$ cat src/rtl/alu_seq_pkg.sv
// alu_seq_pkg -- shared definitions for the nibble-serial 74181 ALU.
//   state_t     : sequencer states (IDLE, RUN, DONE)
//   S_ADD/S_SUB : 74181 arithmetic selects (use with m=0)
//   S_XOR       : 74181 logic select for A xor B (use with m=1)
//   k_width()   : width of the slice index counter, never below 1 bit
package alu_seq_pkg;

    typedef enum logic [1:0] {
        ST_IDLE = 2'd0,
        ST_RUN  = 2'd1,
        ST_DONE = 2'd2
    } state_t;

    localparam logic [3:0] S_ADD = 4'b1001;  // A plus B (plus carry)
    localparam logic [3:0] S_SUB = 4'b0110;  // A minus B minus 1 (plus carry)
    localparam logic [3:0] S_XOR = 4'b0110;  // A xor B in logic mode

    function automatic int k_width(input int nibbles);
        return (nibbles > 1) ? $clog2(nibbles) : 1;
    endfunction

endpackage

$ cat src/rtl/alu_74181.sv
// alu_74181 -- one 4-bit 74181 slice, active-high data convention.
//   a, b  : 4-bit operands
//   s, m  : function select / mode (1 = logic, 0 = arithmetic)
//   cn    : carry-in, active-low
//   f     : 4-bit result
//   cn4   : carry-out, active-low (computed in both modes)
//   aeqb  : A=B output, high when every F bit is 1
module alu_74181 (
    input  logic [3:0] a,
    input  logic [3:0] b,
    input  logic [3:0] s,
    input  logic       m,
    input  logic       cn,
    output logic [3:0] f,
    output logic       cn4,
    output logic       aeqb
);
    logic [3:0] t_or;   // A | (B & S0) | (~B & S1)
    logic [3:0] t_and;  // (A & ~B & S2) | (A & B & S3); always a subset of t_or
    logic [4:0] sum;

    // Every arithmetic function of the part is t_or + t_and + carry; the logic
    // functions are the carry-free XNOR of the same two terms.
    always_comb begin
        t_or  = a | (b & {4{s[0]}}) | (~b & {4{s[1]}});
        t_and = (a & ~b & {4{s[2]}}) | (a & b & {4{s[3]}});
        sum   = {1'b0, t_or} + {1'b0, t_and} + {4'b0000, ~cn};
        f     = m ? ~(t_or ^ t_and) : sum[3:0];
        cn4   = ~sum[4];
        aeqb  = &f;
    end

endmodule

$ cat src/rtl/alu_74181_seq.sv
// alu_74181_seq -- nibble-serial ALU: one alu_74181 slice reused NIBBLES times.
//   clk, rst            : clock, asynchronous active-high reset
//   in_valid / in_ready : request handshake; a, b, s, m, cn captured on accept
//   out_valid/out_ready : result handshake; f, cn_out, equal held until taken
//   f                   : 4*NIBBLES-bit result
//   cn_out              : active-low carry-out of the top slice
//   equal               : AND of every slice's A=B output
//   zero                : result-is-zero in DONE when ALU_SEQ_ZERO_FLAG_EN is
//                         defined, otherwise tied to 0
module alu_74181_seq
    import alu_seq_pkg::*;
#(
    parameter int NIBBLES = 4
) (
    input  logic                   clk,
    input  logic                   rst,
    input  logic                   in_valid,
    output logic                   in_ready,
    input  logic [4*NIBBLES-1:0]   a,
    input  logic [4*NIBBLES-1:0]   b,
    input  logic [3:0]             s,
    input  logic                   m,
    input  logic                   cn,
    output logic                   out_valid,
    input  logic                   out_ready,
    output logic [4*NIBBLES-1:0]   f,
    output logic                   cn_out,
    output logic                   equal,
    output logic                   zero
);
    localparam int             KW     = k_width(NIBBLES);
    localparam logic [KW-1:0]  K_LAST = KW'(NIBBLES - 1);

    state_t               state_q;
    logic [4*NIBBLES-1:0] a_q, b_q, f_q;
    logic [3:0]           s_q;
    logic                 m_q;
    logic                 carry_q;  // doubles as cn_out once the last slice is done
    logic                 eq_q;
    logic [KW-1:0]        k_q;

    logic [3:0] slice_a, slice_b, slice_f;
    logic       slice_cn4, slice_eq;

    // NOTE: defaults first so no path through the loop leaves a value held,
    // which would otherwise infer a latch.
    always_comb begin
        slice_a = '0;
        slice_b = '0;
        for (int i = 0; i < NIBBLES; i++) begin
            if (k_q == KW'(i)) begin
                slice_a = a_q[4*i +: 4];
                slice_b = b_q[4*i +: 4];
            end
        end
    end

    alu_74181 u_slice (
        .a    (slice_a),
        .b    (slice_b),
        .s    (s_q),
        .m    (m_q),
        .cn   (carry_q),
        .f    (slice_f),
        .cn4  (slice_cn4),
        .aeqb (slice_eq)
    );

    // NOTE: state uses non-blocking assignments so every register samples
    // pre-edge values regardless of statement order.
    always_ff @(posedge clk or posedge rst) begin
        if (rst) begin
            state_q <= ST_IDLE;
            a_q     <= '0;
            b_q     <= '0;
            s_q     <= '0;
            m_q     <= 1'b0;
            k_q     <= '0;
            f_q     <= '0;
            carry_q <= 1'b1;
            eq_q    <= 1'b0;
        end else begin
            case (state_q)
                ST_IDLE: begin
                    if (in_valid) begin
                        a_q     <= a;
                        b_q     <= b;
                        s_q     <= s;
                        m_q     <= m;
                        k_q     <= '0;
                        f_q     <= '0;
                        carry_q <= cn;    // slice 0 takes the captured carry-in
                        eq_q    <= 1'b1;  // identity for the AND accumulation
                        state_q <= ST_RUN;
                    end
                end
                ST_RUN: begin
                    for (int i = 0; i < NIBBLES; i++) begin
                        if (k_q == KW'(i)) begin
                            f_q[4*i +: 4] <= slice_f;
                        end
                    end
                    carry_q <= slice_cn4;
                    eq_q    <= eq_q & slice_eq;
                    // k holds on the last slice so it never wraps mid-operation.
                    if (k_q == K_LAST) begin
                        state_q <= ST_DONE;
                    end else begin
                        k_q <= k_q + 1'b1;
                    end
                end
                ST_DONE: begin
                    if (out_ready) begin
                        state_q <= ST_IDLE;
                    end
                end
                default: state_q <= ST_IDLE;
            endcase
        end
    end

    assign in_ready  = (state_q == ST_IDLE) && !rst;
    assign out_valid = (state_q == ST_DONE);
    assign f         = f_q;
    assign cn_out    = carry_q;
    assign equal     = eq_q;

`ifdef ALU_SEQ_ZERO_FLAG_EN
    assign zero = (state_q == ST_DONE) && (f_q == '0);
`else
    assign zero = 1'b0;
`endif

endmodule

$ cat config.mk
export PLATFORM = sky130hd
export DESIGN_NAME = alu_74181_seq
export DESIGN_NICKNAME = d
export VERILOG_FILES = /design/src/rtl/alu_seq_pkg.sv /design/src/rtl/alu_74181.sv /design/src/rtl/alu_74181_seq.sv
export SDC_FILE = /design/constraint.sdc
export NUM_CORES = 1
export LEC_CHECK = 0
export ABC_AREA = 1
export BUFFER_PORTS_ARGS = -buffer_cell sky130_fd_sc_hd__buf_2
export CAP_MARGIN = 20
export CORE_ASPECT_RATIO = 0.7
export CORE_UTILIZATION = 50
export CTS_BUF_LIST = sky130_fd_sc_hd__clkbuf_4
export CTS_CLUSTER_SIZE = 28
export DETAILED_ROUTE_END_ITERATION = 8
export GPL_ROUTABILITY_DRIVEN = 0
export PLACE_DENSITY = 0.77
export SLEW_MARGIN = 0
export SYNTH_ARGS = -nofsm -noshare
export SYNTH_HDL_FRONTEND = slang
export SYNTH_SLANG_ARGS = --single-unit
$ cat constraint.sdc
create_clock -name clk -period 2.8 [get_ports clk]
set_input_delay 0.28 -clock clk [delete_from_list [all_inputs] [get_ports clk]]
set_output_delay 0.28 -clock clk [all_outputs]
set_load 0.05 [all_outputs]
# == Word level (Yosys, flattened, before mapping) ==
# Cells that the tools add are included.
# word_totals
reg_bits,59
inputBits,42
out_inout_bits,21
word_cells,82
# classes
n_addsub,3
n_eq_ne,12
muxes,26
bitwise_logic,15
n_reduce_logical,14
# op_table
operator,count
2-to-1 mux 4 bit,13
one-hot mux 16 bit (2 select lines),1
AND 4 bit,6
AND reduction 3 bit,6
2-to-1 mux 16 bit,1
!= test 2 bit (second input constant),6
bitwise OR 4 bit,3
2-to-1 mux 2 bit,5
inverter 4 bit,2
== test 2 bit (second input constant),3
one-hot mux 2 bit (3 select lines),1
adder 4 x 4 -> 5 bit,1
adder 5 x 1 -> 5 bit,1
== test 2 x 1 -> 1 bit (second input constant),2
zero test 2 bit,2
one-hot mux 1 bit (2 select lines),2
one-hot mux 2 bit (2 select lines),1
AND reduction 2 bit,2
AND reduction 4 bit,1
XOR 4 bit,1
adder 2 x 1 -> 2 bit (second input constant),1
2-to-1 mux 1 bit,2
!= test 2 x 1 -> 1 bit (second input constant),1
inverter 1 bit,2
other kinds (4),4

# == Depth between registers and ports, before layout ==
# depth
depth_word,15
ltp_mapped,20
depth_no_buf,20

# == Hierarchy ==
# A second synthesis with hierarchy kept.
# hier_totals
cells_unflattened,405
hier_area_um2,3144.3
# by_module_without_submodules
mod,instances,cells_per_inst,area_each_um2,seq_area_each_um2
alu_74181_seq,1,349,2822.7,1477.7
alu_74181,1,56,321.6,0.0

# == Least setup slack after synthesis ==
# Ideal clock, no wire load.
# synth_path
path_kind,register to register
start,register k_q[1]
end,register f_q[13] (netlist: f[13])
setup_ns,0.066
t_arrival_ns,2.808
required_time_ns,2.734
slack_ns,-0.074
path_stages_with_launch,18
n_path_buf,1
synth_period_minus_slack_ns,2.874
cell_sequence,dfrtp_1 > inv_1 > ha_1 > buf_2 > nor2_4 > nand2_1 > nand2_1 > nand2_1 > nand2_1 > nand3_1 > nand2_1 > inv_1 > fa_1 > fa_1 > o21ai_0 > inv_1 > nor2_1 > mux2_4
# synth_via
elab_chain_cells,14
elab_cells_between_ends,31
classes_between,add/sub (2); eq/ne (4); mux (11); bitwise (12); reduce/logical (2)
# synth_lines
element,line,text
start: declaration,alu_74181_seq.sv:40,logic [KW-1:0] k_q;
start signal: assignment,alu_74181_seq.sv:109,k_q <= k_q + 1'b1;
zero test 2 bit,alu_74181_seq.sv:51,if (k_q == KW'(i)) begin
2-to-1 mux 4 bit (4 in series),alu_74181_seq.sv:51,
inverter 4 bit,"alu_74181.sv:25, alu_74181.sv:26",
AND 4 bit (2 in series),alu_74181.sv:26,t_and = (a & ~b & {4{s[2]}}) | (a & b & {4{s[3]}});
bitwise OR 4 bit,alu_74181.sv:26,
adder 4 x 4 -> 5 bit / XOR 4 bit (equally long branches),"alu_74181.sv:27, alu_74181.sv:28",
adder 5 x 1 -> 5 bit / inverter 4 bit (equally long branches),"alu_74181.sv:27, alu_74181.sv:28",
2-to-1 mux 4 bit,alu_74181.sv:28,f = m ? ~(t_or ^ t_and) : sum[3:0];
2-to-1 mux 4 bit,alu_74181_seq.sv:99,if (k_q == KW'(i)) begin
one-hot mux 16 bit (2 select lines),alu_74181_seq.sv:83,case (state_q)
end signal: indexed assignment,alu_74181_seq.sv:100,f_q[4*i +: 4] <= slice_f;
end: declaration,alu_74181_seq.sv:35,"logic [4*NIBBLES-1:0] a_q, b_q, f_q;"
# Parallel ways exist; a longest one is shown, timed or not. The select of a mux whose other input is x is not followed.
# A chain may end at the register's enable or synchronous reset.

# == Worst setup path after layout ==
# layout_path
start,register k_q[0]
end,register f_q[13] (netlist: f[13])
# The elaborated chain is that of the path after synthesis.

==> qor.csv <==
metric,value,unit
status,finished with violations,
failing checks,setup timing,
total track usage,0.244,
Ys Warns,0,
HP Start,b[15],
max-cap viol count,0,
synthesized net count,429,
Synth Area per Inst,8.16,um2
layout cells sized above 1,0.350,
IO buf count,61,
internal reg-to-reg setup slack,-0.05,ns
Hold Path End,b_q[15],
Clock Sink Count,59,
clock-pin slew on the worst setup and hold paths,0.11,ns
TritonCTS clock tree,built,
min Tclk post-route,2.85,ns
core area,5840,um2
placement-stage worst setup slack,-0.207,ns
final setup margin,-0.0524,ns
r2r endpoint,f[13],
initial antenna violation count,0,
Setup TNS Final,-0.190,ns
worst skew pair latency,0.43,ns
cell area after layout,3870,um2
CP Max Fanout,6,
worst hold path class,primary input to flip-flop,
fmax,0.351,GHz
fin crit share,1.02,
clk_skew,0.0174,ns
first-pass iteration count of the detailed router,4,
sequential fraction of the synthesis area,0.480,
max-slew violations,0,
Tightest Pin Transition,0.699,ns
top_reg_cell synth,dfrtp_1,
die area,6480,um2
Post-synth EDFFs,0,
# DRC,0,
DRT iter0 DRCs,145,
"Cell Count, Final, Fillers Out",541,
Post-DP Area,3530,um2
Die Span X,95.8,um
first-pass GRT wire length,11.5,mm
via/cell ratio,4.96,
starting density of the core,0.527,
worst-case clock buffer depth,2,
Cells after DPL,515,
HPWL Detailed,5.13,mm
wire per inst,13.5,um
RSZ-0062 raised after global routing,true,
fin nets,513,
worst relative slew slack,0.534,
FF-to-FF path depth,14,
chip height,67.6,um
Synth-to-Final Area Change,25.7,%
Final Hold Viols,0,
cells after synthesis,377,
H-tree levels,3,
vias in the first global route,2431,
Reg-to-Reg Start,k_q[0],
CP required,3.11,ns
CTS Buf Count,9,
num rows,23,
hold path cells,3,
ANT nets after route,0,
ANT cells,0,
I/O pin cnt,63,
Startpoint Class,flip-flop,
Post-Route WL,7.30,mm
WS Path Type,flip-flop to flip-flop,
pin count of the biggest net entering global routing,60,
"Arr. time, crit path",3.16,ns
setup violators final,4,
DR vias,2685,
#FFs+latches synth,59,
mapped cell area,3080,um2
CTS root buf,clkbuf_4,
total gr overflow,0,
Post-synth ARST share,1.00,
Worst setup EP type,flip-flop,
Yosys cell types,26,
[cells in the mapped netlist (2+ instances only)]
| master | number | share of area |
|---|---|---|
| inv_1 | 24 | 0.029 |
| nand2_4 | 3 | 0.011 |
| fa_1 | 2 | 0.013 |
| inv_2 | 4 | 0.0049 |
| o21ai_4 | 2 | 0.011 |
| nand3_1 | 14 | 0.023 |
| clkbuf_1 | 2 | 0.0024 |
| a21boi_1 | 2 | 0.0049 |
| dfrtp_1 | 58 | 0.47 |
| buf_2 | 9 | 0.015 |
| a21oi_1 | 20 | 0.033 |
| mux2_4 | 12 | 0.059 |
| nand4_1 | 2 | 0.0041 |
| nor2_1 | 27 | 0.033 |
| o21ai_0 | 11 | 0.018 |
| ha_1 | 8 | 0.033 |
| nand2_1 | 168 | 0.20 |
[per-stage QoR]
step / utilization / hold slack [ns]
2_1_floorplan: - / 0.377
3_3_place_gp: 0.604 / 0.370
3_5_place_dp: 0.604 / 0.375
4_1_cts: 0.641 / 0.0169
5_1_grt: 0.662 / 0.0276
6_report: 0.662 / 0.0329
[layout by cell type, fill, tap and decap left out, types with 2 or more instances in the layout]
cell	n
inv_2	11
nand2_4	4
nor2_2	4
ha_1	4
o21ai_1	2
buf_4	22
a21oi_1	15
ha_4	3
o21ai_4	2
o21ai_0	9
nand3_1	11
dfrtp_1	58
nand2_2	7
clkbuf_4	12
clkinv_2	3
nand4_1	2
buf_2	61
nand2_1	160
a21oi_2	5
fa_2	2
inv_1	16
nand3_2	3
mux2_4	12
nor2_4	3
nor2_1	21
[timing repair]
action | 4_1_cts | 5_1_grt
gates resized for setup | 14 | 32
pin swaps | 5 | 6
hold buffers | 1 | 0
buffers inserted | 7 | 2
endpoints found under the setup margin | 14 | 18
endpoints found under the hold margin | 58 | 0
[worst max-delay path by stage]
stage | startpoint | endpoint | slack, ns | cells past startpoint
6_report | k_q[0] | f[13] | -0.05 | 14
5_1_grt | k_q[0] | f[13] | -0.19 | 17
3_5_place_dp | k_q[0] | f[13] | -0.21 | 15
2_1_floorplan | k_q[1] | f[5] | 0.03 | 17
3_3_place_gp | k_q[1] | f[9] | -0.02 | 15
4_1_cts | k_q[0] | f[13] | 0.004 | 15
[cell families (layout without fill, tap and decap cells)]
family                   after synthesis  in the layout  share of synthesized area
other                                  1              1                    0.00122
AO/OA/AOI/OAI                         37             37                     0.0699
multiplexers                          12             12                     0.0586
flip-flops                            59             59                      0.480
AND/OR/NAND/NOR                      217            217                      0.284
buffers and inverters                 41            130                     0.0602
adder cells (fa/ha/maj)               10             10                     0.0455
[critical path, stage by stage, from the launching register on]
cell	delay [ns]
dfrtp_1	0.43
buf_6	0.14
ha_4	0.18
a21oi_2	0.14
nand2_2	0.10
a21boi_4	0.22
nand3_2	0.10
nand2_2	0.09
inv_2	0.04
fa_2	0.35
fa_2	0.54
o21ai_2	0.06
inv_2	0.07
nor2_4	0.04
mux2_4	0.26
[sequential cells by signal (all words and copies together) (netlist names)]
signal	flops
k_q	2
state_q	2
s_q	4
a_q	16
equal	1
m_q	1
cn_out	1
b_q	16
f	16
[layout make-up]
cell class / instances / area [um2]
clock buffers: 12 / 90.1
clock inverters: 4 / 18.8
fillers: 486 / 1970
inverters: 28 / 108
multi-input cells: 277 / 1570
flip-flops and latches: 59 / 1480
well taps: 75 / 93.8
repair buffers: 86 / 512
[layer usage]
metal	GRT usage	share of wire	up-vias
li1	-	-	1348
met1	0.343	0.47	1244
met2	0.360	0.45	84
met3	0.0721	0.073	9
met4	0.0858	0.0077	0
met5	0	0	-
Power is not shown: default switching activity piles up to over one toggle a cycle in this logic, so the estimate is an artifact.
